$ cat src/rtl/control_sequencer_pkg.sv
// Shared opcode and state encodings for the control sequencer, its datapath bench
// and future decoder logic.
package control_sequencer_pkg;

   typedef enum logic [1:0] {
      OpLoada = 2'b00,
      OpMove  = 2'b01,
      OpAdd   = 2'b10,
      OpAcc   = 2'b11
   } op_e;

   // Encodings 6 and 7 are unused and recover to StIdle.
   typedef enum logic [2:0] {
      StIdle = 3'd0,
      StS1   = 3'd1,
      StS2   = 3'd2,
      StS3   = 3'd3,
      StS4   = 3'd4,
      StDone = 3'd5
   } state_e;

   localparam int unsigned DefCntW = 4;

endpackage

$ cat src/rtl/control_sequencer_step_counter.sv
// Iteration counter for ACC: counts completed additions and flags the last one.
module step_counter #(
   parameter int unsigned CNT_W = 4
) (
   input  logic             clock,
   input  logic             clear,
   input  logic             clr,
   input  logic             inc,
   input  logic [CNT_W-1:0] n,
   output logic [CNT_W-1:0] count,
   output logic             last
);

   logic [CNT_W-1:0] n_eff;

   always_ff @(posedge clock or posedge clear) begin
      if (clear) begin
         count <= '0;
      end else if (clr) begin
         count <= '0;
      end else if (inc) begin
         count <= count + CNT_W'(1);
      end
   end

   // One extra bit so n = 2^CNT_W-1 is reached without wrap in the compare.
   always_comb begin
      n_eff = (n == '0) ? CNT_W'(1) : n;
      last  = (({1'b0, count} + (CNT_W + 1)'(1)) == {1'b0, n_eff});
   end

endmodule

$ cat src/rtl/control_sequencer.sv
// Timing/control FSM that sequences datapath load enables and one-hot bus selects
// for one operation per start handshake.
module control_sequencer
   import control_sequencer_pkg::*;
#(
   parameter int unsigned CNT_W = DefCntW
) (
   input  logic             clock,
   input  logic             clear,
   input  logic             start,
   input  logic [1:0]       op,
   input  logic [CNT_W-1:0] n,
   output logic             RAin,
   output logic             RBin,
   output logic             RZin,
   output logic             RAout,
   output logic             RBout,
   output logic             RZout,
   output logic             busy,
   output logic             done
);

   state_e           state_q, state_d;
   op_e              op_q;
   logic [CNT_W-1:0] n_q;
   logic [CNT_W-1:0] count;
   logic             accept;
   logic             step_inc;
   logic             last;

   assign accept   = (state_q == StIdle) && start;
   assign step_inc = (state_q == StS2) || (state_q == StS4);

   always_ff @(posedge clock or posedge clear) begin
      if (clear) begin
         state_q <= StIdle;
         op_q    <= OpLoada;
         n_q     <= '0;
      end else begin
         state_q <= state_d;
         if (accept) begin
            op_q <= op_e'(op);
            n_q  <= n;
         end
      end
   end

   step_counter #(
      .CNT_W(CNT_W)
   ) u_step_counter (
      .clock(clock),
      .clear(clear),
      .clr  (accept),
      .inc  (step_inc),
      .n    (n_q),
      .count(count),
      .last (last)
   );

   always_comb begin
      state_d = StIdle;
      case (state_q)
         StIdle: state_d = start ? StS1 : StIdle;
         StS1: begin
            if ((op_q == OpLoada) || (op_q == OpMove)) begin
               state_d = StDone;
            end else begin
               state_d = StS2;
            end
         end
         StS2: begin
            if ((op_q == OpAcc) && !last) begin
               state_d = StS3;
            end else begin
               state_d = StDone;
            end
         end
         StS3:    state_d = StS4;
         StS4:    state_d = last ? StDone : StS3;
         StDone:  state_d = StIdle;
         default: state_d = StIdle;
      endcase
   end

   // Moore decode of state/op flops only; at most one *out per state.
   always_comb begin
      RAin  = 1'b0;
      RBin  = 1'b0;
      RZin  = 1'b0;
      RAout = 1'b0;
      RBout = 1'b0;
      RZout = 1'b0;
      done  = 1'b0;
      busy  = (state_q != StIdle);
      case (state_q)
         StS1: begin
            if (op_q == OpLoada) begin
               RAin = 1'b1;
            end else begin
               RAout = 1'b1;
               if (op_q == OpMove) begin
                  RBin = 1'b1;
               end else begin
                  RZin = 1'b1;
               end
            end
         end
         StS2: begin
            RZout = 1'b1;
            RBin  = 1'b1;
         end
         StS3: begin
            RBout = 1'b1;
            RZin  = 1'b1;
         end
         StS4: begin
            RZout = 1'b1;
            RBin  = 1'b1;
         end
         StDone:  done = 1'b1;
         default: ;
      endcase
   end

   logic unused_count;
   assign unused_count = ^count;

endmodule

$ cat config.mk
export PLATFORM = sky130hd
export DESIGN_NAME = control_sequencer
export DESIGN_NICKNAME = d
export VERILOG_FILES = /design/src/rtl/control_sequencer_pkg.sv /design/src/rtl/control_sequencer_step_counter.sv /design/src/rtl/control_sequencer.sv
export SDC_FILE = /design/constraint.sdc
export NUM_CORES = 1
export LEC_CHECK = 0
export ABC_CLOCK_PERIOD_IN_PS = 2300
export CAP_MARGIN = 20
export CORE_MARGIN = 5
export CORE_UTILIZATION = 44
export DETAILED_ROUTE_END_ITERATION = 10
export GPL_TIMING_DRIVEN = 0
export PLACE_DENSITY = 0.7
export SLEW_MARGIN = 30
export SYNTH_ARGS = -nofsm -noshare
export SYNTH_HDL_FRONTEND = slang
export SYNTH_HIERARCHICAL = 1
export SYNTH_SLANG_ARGS = --single-unit
$ cat constraint.sdc
create_clock -name clock -period 2.3 [get_ports clock]
set_input_delay 0.46 -clock clock [delete_from_list [all_inputs] [get_ports clock]]
set_output_delay 0.46 -clock clock [all_outputs]
set_load 0.005 [all_outputs]
==> results list, run 1 <==
- Timing would allow up to 0.4535 GHz.
* Insertion delay to the later sink of the worst-skew pair: 280 ps
- Largest vdd supply drop: around 0.63 mV
* Worst setup EP type: output pin
* Crit path launch type: flop
- For the final routed database, the setup TNS stands at 0 ps.
- Routability cong.: 0.7417
- Syn Nets: a little over 90
* Seq/Total Area, Yosys: 39.69%
- Final Total Pwr: 1.453 mW
- Critical setup path kind: reg -> out
* Power dissipated by switching net loads: 0.5537 mW
* Average via count per standard cell: approximately 5.0
- Once detail routing completed, the nets flagged for antenna violations numbered 0.
* Antenna violations before repair: 0
- Cell taking the most area after synthesis: dfrtp_1
* Overall fraction of global-route tracks in use: 14.51%
* Leak: 0.4826 nW
- After detailed routing, the average wire length per cell comes to roughly 13 um.
- Clock Sinks: 13
- Maximum count of clock buffers along a single path: 2
* Top post-synthesis cells by area: dfrtp_1 (40%), mux2_4 (11%), xnor2_1 (4.3%), nor2_1 (4.1%), xor2_1 (3.2%)
- The first global-routing pass estimated 2939 um of wire.
- Via count of the first global-routing pass: 645
* Endpoints failing hold: 0
- Post-Route Utilization: between 60% and 70%
- Number of nets in the layout: 115
- Along the worst path, the maximum fanout reaches 8.
- Area Overhead vs Synth: 30.53%
- Port Buffer Count: 16
* Share of the synthesized area in the top cell type: 39.69%
- In this run the number of H-tree levels came out at 1.
- In this run the mean area of a mapped cell was 9.994 um^2.
- Setup slack closes at 95.07 ps.
- First-pass DRT Iterations: 4
- Clock-pin slew was measured on the worst setup and hold paths at ~80 ps.
- Placed Area: 1011 um^2
- For the worst setup path, the data arrival time is around 1700 ps.
- In this run the core area contains 15 standard-cell rows.
* Leading cell type by number of instances after synthesis: dfrtp_1
* Violation count after the first detailed-routing iteration: 14
- Remaining global-route overflow: 0
- Fin crit period: ~2200 ps
- The die covers 2825 um^2.
- Clock tree from TritonCTS: built
- Count of yosys warnings during synthesis: 6
* Count of endpoints failing setup in the final report: 0
* Number of flops mapped to enable cells by yosys: 0
* Worst min-delay path category: in -> async
- In this run the standard cell core region covers 1745 um^2.
* Die width: 53.16 um
* Count of final max-slew check failures: 0
- CTS Hold Buffers Added: 0
- Area of the mapped netlist: ~800 um^2
- The tree is rooted in a clkbuf_4.
- Final cycle utilization of the critical path: between 90% and 100%
* Total non-filler cell area in the finished layout: 1070 um^2
- Clock group share of total power: 10.0%
- Share of synthesized registers carrying an async set or reset: 100.0%
- Maximum number of pins on one net before global-route repair: 11
- Setup repair after global routing left no endpoint under its margin.
- Antenna Cells: 0
* Total wire length after detailed routing: 1646 um
- Most frequent cells after synthesis: dfrtp_1 (13), nor2_1 (9), mux2_4 (6)
- Of the cells placed in the final design, the portion with a size suffix greater than 1 is 21.15%.
- Internal power: 0.8997 mW
- Relative slew slack: between 70% and 80%
- Post-route DRC: 0
* Effective utilization at floorplan: a little under half
- Top FF cell, synth: dfrtp_1
* Power Dens Cells: 1359 nW/um^2
- Counting distinct cell types in the post-synthesis netlist gives 32.
* Run status: finished clean
- The clock arrives with 3.387 ps of skew.
- HPWL after detailed placement: 1201 um
* Synthesis-stage register bit count: 13
- For the pin with the worst max-slew slack, the measured transition is about 420 ps.
- Power share of the combinational group: 58.8%
* Total of max-cap violations: 0
- Switching share of power: 38.10%
* Routed via count: between 600 and 700
- Setup slack after placement: 24.78 ps
- # IOs: 17
- Data on the critical path is required at its endpoint by 1840 ps.
- Instance count of the mapped netlist: 82
- Registers are responsible for 31.3% of the overall power.
* Die Y: roughly 53 um
* TritonCTS buffer count: 3
==> layout make-up <==
cell class | count | area, um^2
Buffer | 3 | 26.28
Clock buffer | 4 | 26.28
Fill cell | 154 | 675.6
Inverter | 5 | 18.77
Multi-Input combinational cell | 61 | 464.2
Sequential cell | 13 | 327.8
Tap cell | 25 | 31.28
Timing Repair Buffer | 18 | 175.2
==> sequential cells by signal, indices dropped and copies added, names as in the netlist <==
name,cells
n_q,4
op_q,2
u_step_counter/count,4
state_q,3
==> logic make-up (layout without fill, tap and decap cells) <==
family	Yosys count	after routing	share of synthesized area, %
mux	8	8	13.44
xor+xnor	7	7	7.481
simple gates	35	35	25.80
compound gates	10	10	7.329
fa+ha+maj	1	1	1.526
buf+inv	8	30	4.732
flops	13	13	39.69
==> power groups by stage <==
stage	registers, mW	logic, mW	clock network (mW)
3_5_place_dp	0.451	0.813	0
5_1_grt	0.474	0.956	0.156
6_report	0.455	0.854	0.145
4_1_cts	0.452	0.827	0.150
2_1_floorplan	0.421	0.586	0
3_3_place_gp	0.451	0.794	0
==> cells in the final DEF (no fill, tap or decap), types with 3 or more instances in the layout <==
| cell type | instances |
|---|---|
| dfrtp_1 | 11 |
| clkbuf_4 | 5 |
| nand2_1 | 5 |
| nor3_1 | 4 |
| inv_1 | 5 |
| xor2_1 | 3 |
| o21ai_0 | 4 |
| clkdlybuf4s50_1 | 13 |
| mux2_4 | 6 |
| nor2_1 | 8 |
| xnor2_1 | 4 |
==> critical path, stage by stage (launching register included) <==
cell and delay [ps]:
dfrtp_2 470, nor4bb_1 280, a21oi_1 70, o21ai_1 130, clkdlybuf4s50_1 520
==> worst paths after layout <==
path	start	endpoint	slack, ps	depth (start not counted)
min in group clock	n_q[0]	n_q[0]	550	1
worst max-delay path	op_q[1]	RBin	100	4
max in group asynchronous	clear	op_q[1]	1530	2
worst min-delay path	clear	u_step_counter/count[3]	390	2
worst max register to register	u_step_counter/count[0]	state_q[1]	240	7
worst min register to register	n_q[0]	n_q[0]	550	1
==> layer usage <==
layer	part of all wire [%]	global-route usage [%]	vias up
li1	-	-	324
met1	50	20.59	302
met2	44	21.07	18
met3	4.4	2.817	4
met4	1.5	6.383	0
met5	0	0	-
==> timing repair <==
| item | 4_1_cts | 5_1_grt |
|---|---|---|
| gates resized for setup | 6 | 6 |
| pin swaps | 0 | 1 |
| setup endpoints to repair | 4 | 3 |
| buffers inserted | 0 | 2 |
==> through the flow <==
| step | std cells | hold slack, ps |
|---|---|---|
| floorplan | 82 | 226.1 |
| global placement | 123 | 533.9 |
| detailed placement | 123 | 531.9 |
| CTS | 127 | 382.5 |
| global route | 129 | 399.0 |
| finish | 129 | 387.2 |
Note: power is estimated with default switching activity, not from simulation.
==> inputs of run 2 (changes only) <==
--- a/config.mk
+++ b/config.mk
@@ -12,6 +12,7 @@
 export DETAILED_ROUTE_END_ITERATION = 10
 export GPL_TIMING_DRIVEN = 0
 export PLACE_DENSITY = 0.7
+export SETUP_SLACK_MARGIN = 0.1
 export SLEW_MARGIN = 30
 export SYNTH_ARGS = -nofsm -noshare
 export SYNTH_HDL_FRONTEND = slang
==> results list, run 2 (synthesized netlist as in run 1, its figures left out) <==
* Maximum count of clock buffers along a single path: 2 (unchanged)
* Number of nets in the layout: 116 (+0.87%)
- The horizontal extent of the die is 53.16 um (unchanged).
* Critical setup path kind: reg -> out
- Total of max-cap violations: 0 (unchanged)
* Upper clock frequency limit: 0.4677 GHz (+3.1%)
- The total power consumption of the routed design was 1.487 mW (+2.3%).
* Clock Sinks: 13 (unchanged)
* Registers with the most flip-flops: n_q x4, u_step_counter/count x4, state_q x3
- Crit-path max FO: 9 (+1)
- The antenna diode count was 0 (unchanged).
- The fraction of met2 tracks used by global routing is 21.28% (+0.21 points).
- Leak: 0.5033 nW (+4.3%)
* Total wire length after detailed routing: 1691 um (+2.7%)
- Leading cell type in the layout, fill and taps excluded: clkdlybuf4s50_1
* Num rows: 15 (unchanged)
* Average wire per cell in the routed design: 13.01 um (+1.9%)
- Maximum number of pins on one net before global-route repair: 11 (unchanged)
* Routed via count: 647 (-0.15%)
* Insertion delay to the later sink of the worst-skew pair: 280 ps (about the same)
- The layout cell share with drive strength beyond 1 is 23.81% (+2.7 points).
- The worst vdd rail ir drop came to 0.6432 mV (+2.4%).
- The number of DRC markers in iteration 0 came to 6 (-8).
- The count of input and output buffers was 16 (unchanged).
- The worst-case headroom to the max-slew limit was 74.60% (+2.4 points).
* Number of cells on the worst reg-to-reg path: 7 (unchanged)
- Fin crit period: 2138 ps (-66.95 ps)
* Post-route worst hold slack: 386.1 ps (-1.135 ps)
* Number of H-tree levels: 1 (unchanged)
- The met1 track demand over resource was 20.24% (-0.35 points).
* Count of endpoints failing setup in the final report: 0 (unchanged)
- RSZ-0062 raised after global routing: false
- Placed cell count: 123 (unchanged)
- Effective utilization at floorplan: 46.95% (unchanged)
- Placed Area: 1011 um^2 (unchanged)
* Area Overhead vs Synth: 33.13%
* Overall die area: 2825 um^2 (unchanged)
- The max-slew violation count is 0 (unchanged).
* Clock tree from TritonCTS: built
- The worst setup path is captured at an output pin.
- Grt met3 use: 3.380% (+0.56 points)
- Routability cong.: 0.7417 (unchanged)
* Final cycle utilization of the critical path: 92.96% (-2.9 points)
- The number of search-and-repair iterations in the first detailed-routing pass is 4 (unchanged).
* Remaining global-route overflow: 0 (unchanged)
* Signal arrival time at the worst endpoint: 1680 ps (-60 ps)
- Clock tree root driver cell: clkbuf_4
* Clk pin slew, worst setup/hold paths: 80 ps (about the same)
- Power Dens Cells: 1363 nW/um^2 (+0.32%)
- The post-route antenna net violation count is 0 (unchanged).
- STA classifies the critical path startpoint as a flop.
- The setup skew after layout came to 2.187 ps (-1.200 ps).
- Final standard cell count with taps included and fillers excluded: 130 (+0.78%)
- # IOs: 17 (unchanged)
* Via count of the first global-routing pass: 655 (+1.6%)
* Highest-count cells in the layout ignoring fill and taps: clkdlybuf4s50_1 (12), dfrtp_1 (11), nor2_1 (8)
- The global-route usage over all layers was 14.68% (+0.18 points).
* Worst Path Required: 1840 ps (about the same)
- The wire length of the first global-routing pass came to 2960 um (+0.71%).
* TritonCTS buffer count: 3 (unchanged)
* Endpoints failing hold: 0 (unchanged)
- Worst min-delay path category: in -> async
- The summed area of non-filler cells in the final layout is 1091 um^2 (+2.0%).
* Layout fillers: 151 (-1.9%)
* HPWL after detailed placement: 1201 um (unchanged)
* Antenna violations before repair: 0 (unchanged)
- Standard cell core area: 1745 um^2 (unchanged)
- Most congested layer reported by global routing: met2
- Average via count per standard cell: 4.977 (-0.92%)
- The quantity of hold-fixing buffers added after cts came to 0 (unchanged).
* Die Y: 53.16 um (unchanged)
- Run status: finished clean
* Slew of the pin with the lowest slew margin: 380.5 ps (-36.91 ps)
- The post-route DRC violation count was 0 (unchanged).
[run 2: cell count changes in the layout (fill, tap and decap cells not counted)]
cell | before | now
a221oi_2 | 0 | 1
clkdlybuf4s50_1 | 13 | 12
nor3b_2 | 0 | 1
buf_4 | 2 | 3
a221oi_1 | 1 | 0
nor3b_1 | 2 | 1
dlymetal6s2s_1 | 1 | 2
[run 2: area by class of cell]
class / instances / area (um^2) / share of cell area, %
tap: 25 / 31.28 / 2.867
inverter: 5 / 18.77 / 1.720
buffer: 3 / 26.28 / 2.408
timing repair buffer: 19 / 185.2 / 16.97
sequential: 13 / 327.8 / 30.05
multi-input combinational: 61 / 475.5 / 43.58
clock buffer: 4 / 26.28 / 2.408
[run 2: what timing repair did]
action                     CTS  global route
setup buffers                1             2
resized for setup            9             5
setup endpoints to repair    6             6
pin swaps                    0             1
[run 2: layer usage]
metal	vias to the layer above	part of all wire, %
met4	0	1.4
li1	330	-
met1	294	50
met3	4	4.8
met2	19	44
met5	-	0
[run 2: power breakdown]
part	switching, mW	internal [mW]	total (mW)
registers	0.102	0.338	0.440
clock network	0.0777	0.0673	0.145
logic	0.394	0.508	0.902
[run 2: stage by stage]
stage / utilization, % / setup TNS, ps / setup WS [ps]
final: 62.51 / 0 / 162.0
after global routing: 62.51 / 0 / 105.0
after CTS: 60.65 / -28.90 / -28.90
after detailed placement: 57.92 / 0 / 24.78
after floorplan: - / 0 / 449.9
after global placement: 57.92 / 0 / 20.89
[run 2: worst paths after layout]
check,start,endpoint,slack [ps]
max,state_q[0],busy,160
min,clear,u_step_counter/count[2],390
max reg2reg,u_step_counter/count[0],state_q[1],340
min reg2reg,n_q[0],n_q[0],550
max in group asynchronous,clear,op_q[1],1530
min in group clock,n_q[0],n_q[0],550
[run 2: worst max-delay path: stages, from the launching register on]
cell,delay (ps)
dfrtp_1,370
clkbuf_4,170
or3_4,410
clkdlybuf4s50_1,460
==> inputs of run 3 (changes only) <==
--- a/config.mk
+++ b/config.mk
@@ -12,6 +12,7 @@
 export DETAILED_ROUTE_END_ITERATION = 10
 export GPL_TIMING_DRIVEN = 0
 export PLACE_DENSITY = 0.7
+export REMOVE_ABC_BUFFERS = 1
 export SETUP_SLACK_MARGIN = 0.1
 export SLEW_MARGIN = 30
 export SYNTH_ARGS = -nofsm -noshare
==> results list, run 3 (synthesized netlist as in run 1, its figures left out) <==
- The flow ran to the end, and the final reports show no timing, DRC or antenna violations.
- The clock slew at the register clock pins of the worst setup and hold paths is 80 ps (about the same).
- The die boundary height came to 53.16 um (unchanged).
- TritonCTS built the clock tree.
* First-pass DRT Iterations: 4 (unchanged)
* Layout fillers: 165 (+9.3%)
* Highest-count cells in the layout ignoring fill and taps: clkdlybuf4s50_1 (11), dfrtp_1 (9), buf_4 (9)
- The worst-case clock buffer depth came to 2 (unchanged).
* Relative slew slack: 77.71% (+3.1 points)
- Average via count per standard cell: 5.120 (+2.9%)
- Clock group share of total power: 9.0% (-0.7 points)
- The via count came to 681 (+5.3%).
- Total non-filler cell area in the finished layout: 1110 um^2 (+1.7%)
- Standard cell core area: 1745 um^2 (unchanged)
- Relative to the synthesized area, the layout overhead comes to 35.42%.
- The sink count of the clock tree was 13 (unchanged).
* Port Buffer Count: 16 (unchanged)
* Slew of the pin with the lowest slew margin: 334.1 ps (-46.49 ps)
* RSZ-0062 raised after global routing: false
- The largest net degree at the start of global routing is 11 (unchanged).
- The cell area after placement is 991.0 um^2 (-2.0%).
- Crit-path max FO: 8 (-1)
* Routability cong.: 0.7953 (+7.2%)
- Fin crit period: 2118 ps (-20.22 ps)
- On the critical path, the stage with the largest delay is an instance of clkdlybuf4s50_1.
- The number of DRC markers in iteration 0 was 10 (+4).
- Worst setup EP type: output pin
- Registers with the most flip-flops: n_q x4, u_step_counter/count x4, state_q x3
- Power dissipated by switching net loads: 0.5826 mW (+1.5%)
- The hold violation total from the final report came to 0 (unchanged).
* Count of endpoints failing setup in the final report: 0 (unchanged)
- Switching share of power: 38.65% (about the same)
- Antenna violations before repair: 0 (unchanged)
- The post-route antenna net violation count came to 0 (unchanged).
* Worst reg2reg startpoint: u_step_counter/count[0]
- Number of H-tree levels: 1 (unchanged)
* Number of cells on the worst reg-to-reg path: 7 (unchanged)
* Worst Path Required: 1840 ps (about the same)
- The max-slew violation count was 0 (unchanged).
- Number of nets in the layout: 119 (+2.6%)
- Remaining global-route overflow: 0 (unchanged)
- The setup skew after layout is 2.819 ps (+0.6316 ps).
* Antenna Cells: 0 (unchanged)
- # IOs: 17 (unchanged)
* TritonCTS buffer count: 3 (unchanged)
- CTS Hold Buffers Added: 0 (unchanged)
* TNS Setup: 0 ps (unchanged)
* Num rows: 15 (unchanged)
* Effective utilization at floorplan: 46.95% (unchanged)
- Average wire per cell in the routed design: 13.32 um (+2.4%)
- Via count of the first global-routing pass: 687 (+4.9%)
- The critical path is of the reg -> out type.
- The count of buffering cells on the critical path with inverters included was 1 (-1).
- The estimated wirelength of the detail-placed design was 1235 um (+2.9%).
* Die width: 53.16 um (unchanged)
- Post-route DRC: 0 (unchanged)
- Crit path launch type: flop
* Final standard cell count with taps included and fillers excluded: 133 (+2.3%)
- Number of gates on the worst path with buffers counted: 3 (unchanged)
* Power Dens Cells: 1358 nW/um^2 (-0.35%)
- The part of the power in registers was 30.9% (+1.3 points).
* Overall die area: 2825 um^2 (unchanged)
* Leading cell type in the layout, fill and taps excluded: clkdlybuf4s50_1
- Clock tree root driver cell: clkbuf_4
- Leak: 0.5248 nW (+4.3%)
* Total wire length after detailed routing: 1771 um (+4.7%)
- The critical path's largest stage delay came to 550 ps (+90 ps).
- The ratio of final minimum period to clock period came to 92.08% (-0.88 points).
- The data arrival time at the worst-slack endpoint was 1660 ps (-20 ps).
* Largest vdd supply drop: 0.6142 mV (-4.5%)
- Cell chain of the critical path: xnor2_1 > nor2_2 > clkdlybuf4s50_1
- The later-pin clock latency in the skew report is 270 ps (about the same).
- The cell-internal power came to 0.9246 mW (+1.3%).
- The path class of the tightest hold or removal check is in -> async.
* Overall fraction of global-route tracks in use: 14.78% (+0.10 points)
- Total of max-cap violations: 0 (unchanged)
* First-pass GRT wire length: 3084 um (+4.2%)
- The layout cell share with drive strength beyond 1 was 27.78% (+4.0 points).
* Crit path launch: state_q[2]
- Kind of cell adding the most delay to the critical path: buffers and inverters
- The combinational power share is 60.1% (-0.6 points).
- Placed cell count: 120 (-2.4%)
* Post-route worst hold slack: 392.9 ps (+6.755 ps)
- The achievable frequency came to 0.4722 GHz (+0.95%).
==> run 3: cell types whose count changed in the layout (fill, tap and decap cells not counted), moves of 2 or more <==
| cell | change |
|---|---|
| buf_4 | +6 |
| clkbuf_4 | -2 |
| dfrtp_1 | -2 |
| dfrtp_2 | +2 |
==> run 3: final timing paths <==
path,slack [ps],endpoint
max,180,RZout
max in group asynchronous,1570,state_q[2]
min in group clock,580,n_q[2]
min reg2reg,580,n_q[2]
max reg2reg,290,state_q[2]
min,390,u_step_counter/count[1]
==> run 3: cell type report <==
class                   instances  area (um^2)  area share [%]
clock buffers                   3        22.52           2.029
clock inverters                 1        5.005          0.4510
inverters                       5        18.77           1.691
multi-input cells              61        469.2           42.28
flip-flops and latches         13        330.3           29.76
well taps                      25        31.28           2.819
repair buffers                 25        232.7           20.97
==> run 3: through the flow <==
step	util, %	power, mW	setup slack [ps]
after floorplan	-	0.9802	449.4
after global placement	56.77	1.215	227.0
after detailed placement	56.77	1.240	221.2
after CTS	62.08	1.484	102.2
after global routing	63.58	1.625	114.7
final	63.58	1.507	182.2
==> run 3: worst register-to-register path, cell delays in order (launching register included) <==
cell      delay, ps
dfrtp_1         420
ha_1            240
nor2b_1         140
or3_1           370
a221oi_2        350
nor3b_1         110
o21ai_0         180
and2_1          150
==> run 3: power by group through the flow <==
stage / clock [mW] / sequential [mW] / combinational, mW
global route: 0.153 / 0.484 / 0.988
CTS: 0.146 / 0.462 / 0.876
finish: 0.136 / 0.466 / 0.905
global placement: 0 / 0.500 / 0.715
detailed placement: 0 / 0.497 / 0.742
floorplan: 0 / 0.456 / 0.524
==> run 3: repair_timing <==
| action | in CTS | in global routing |
|---|---|---|
| setup endpoints to repair | 4 | 5 |
| buffers inserted | 8 | 1 |
| gates resized for setup | 7 | 5 |
==> run 3: per-layer routing <==
metal  wire (um)  track usage (%)  vias to the layer above
met5           0                0                        -
met4           0            1.277                        0
met3          76            5.352                        0
met2         895            24.79                       12
met1         798            18.78                      334
li1            -                -                      335
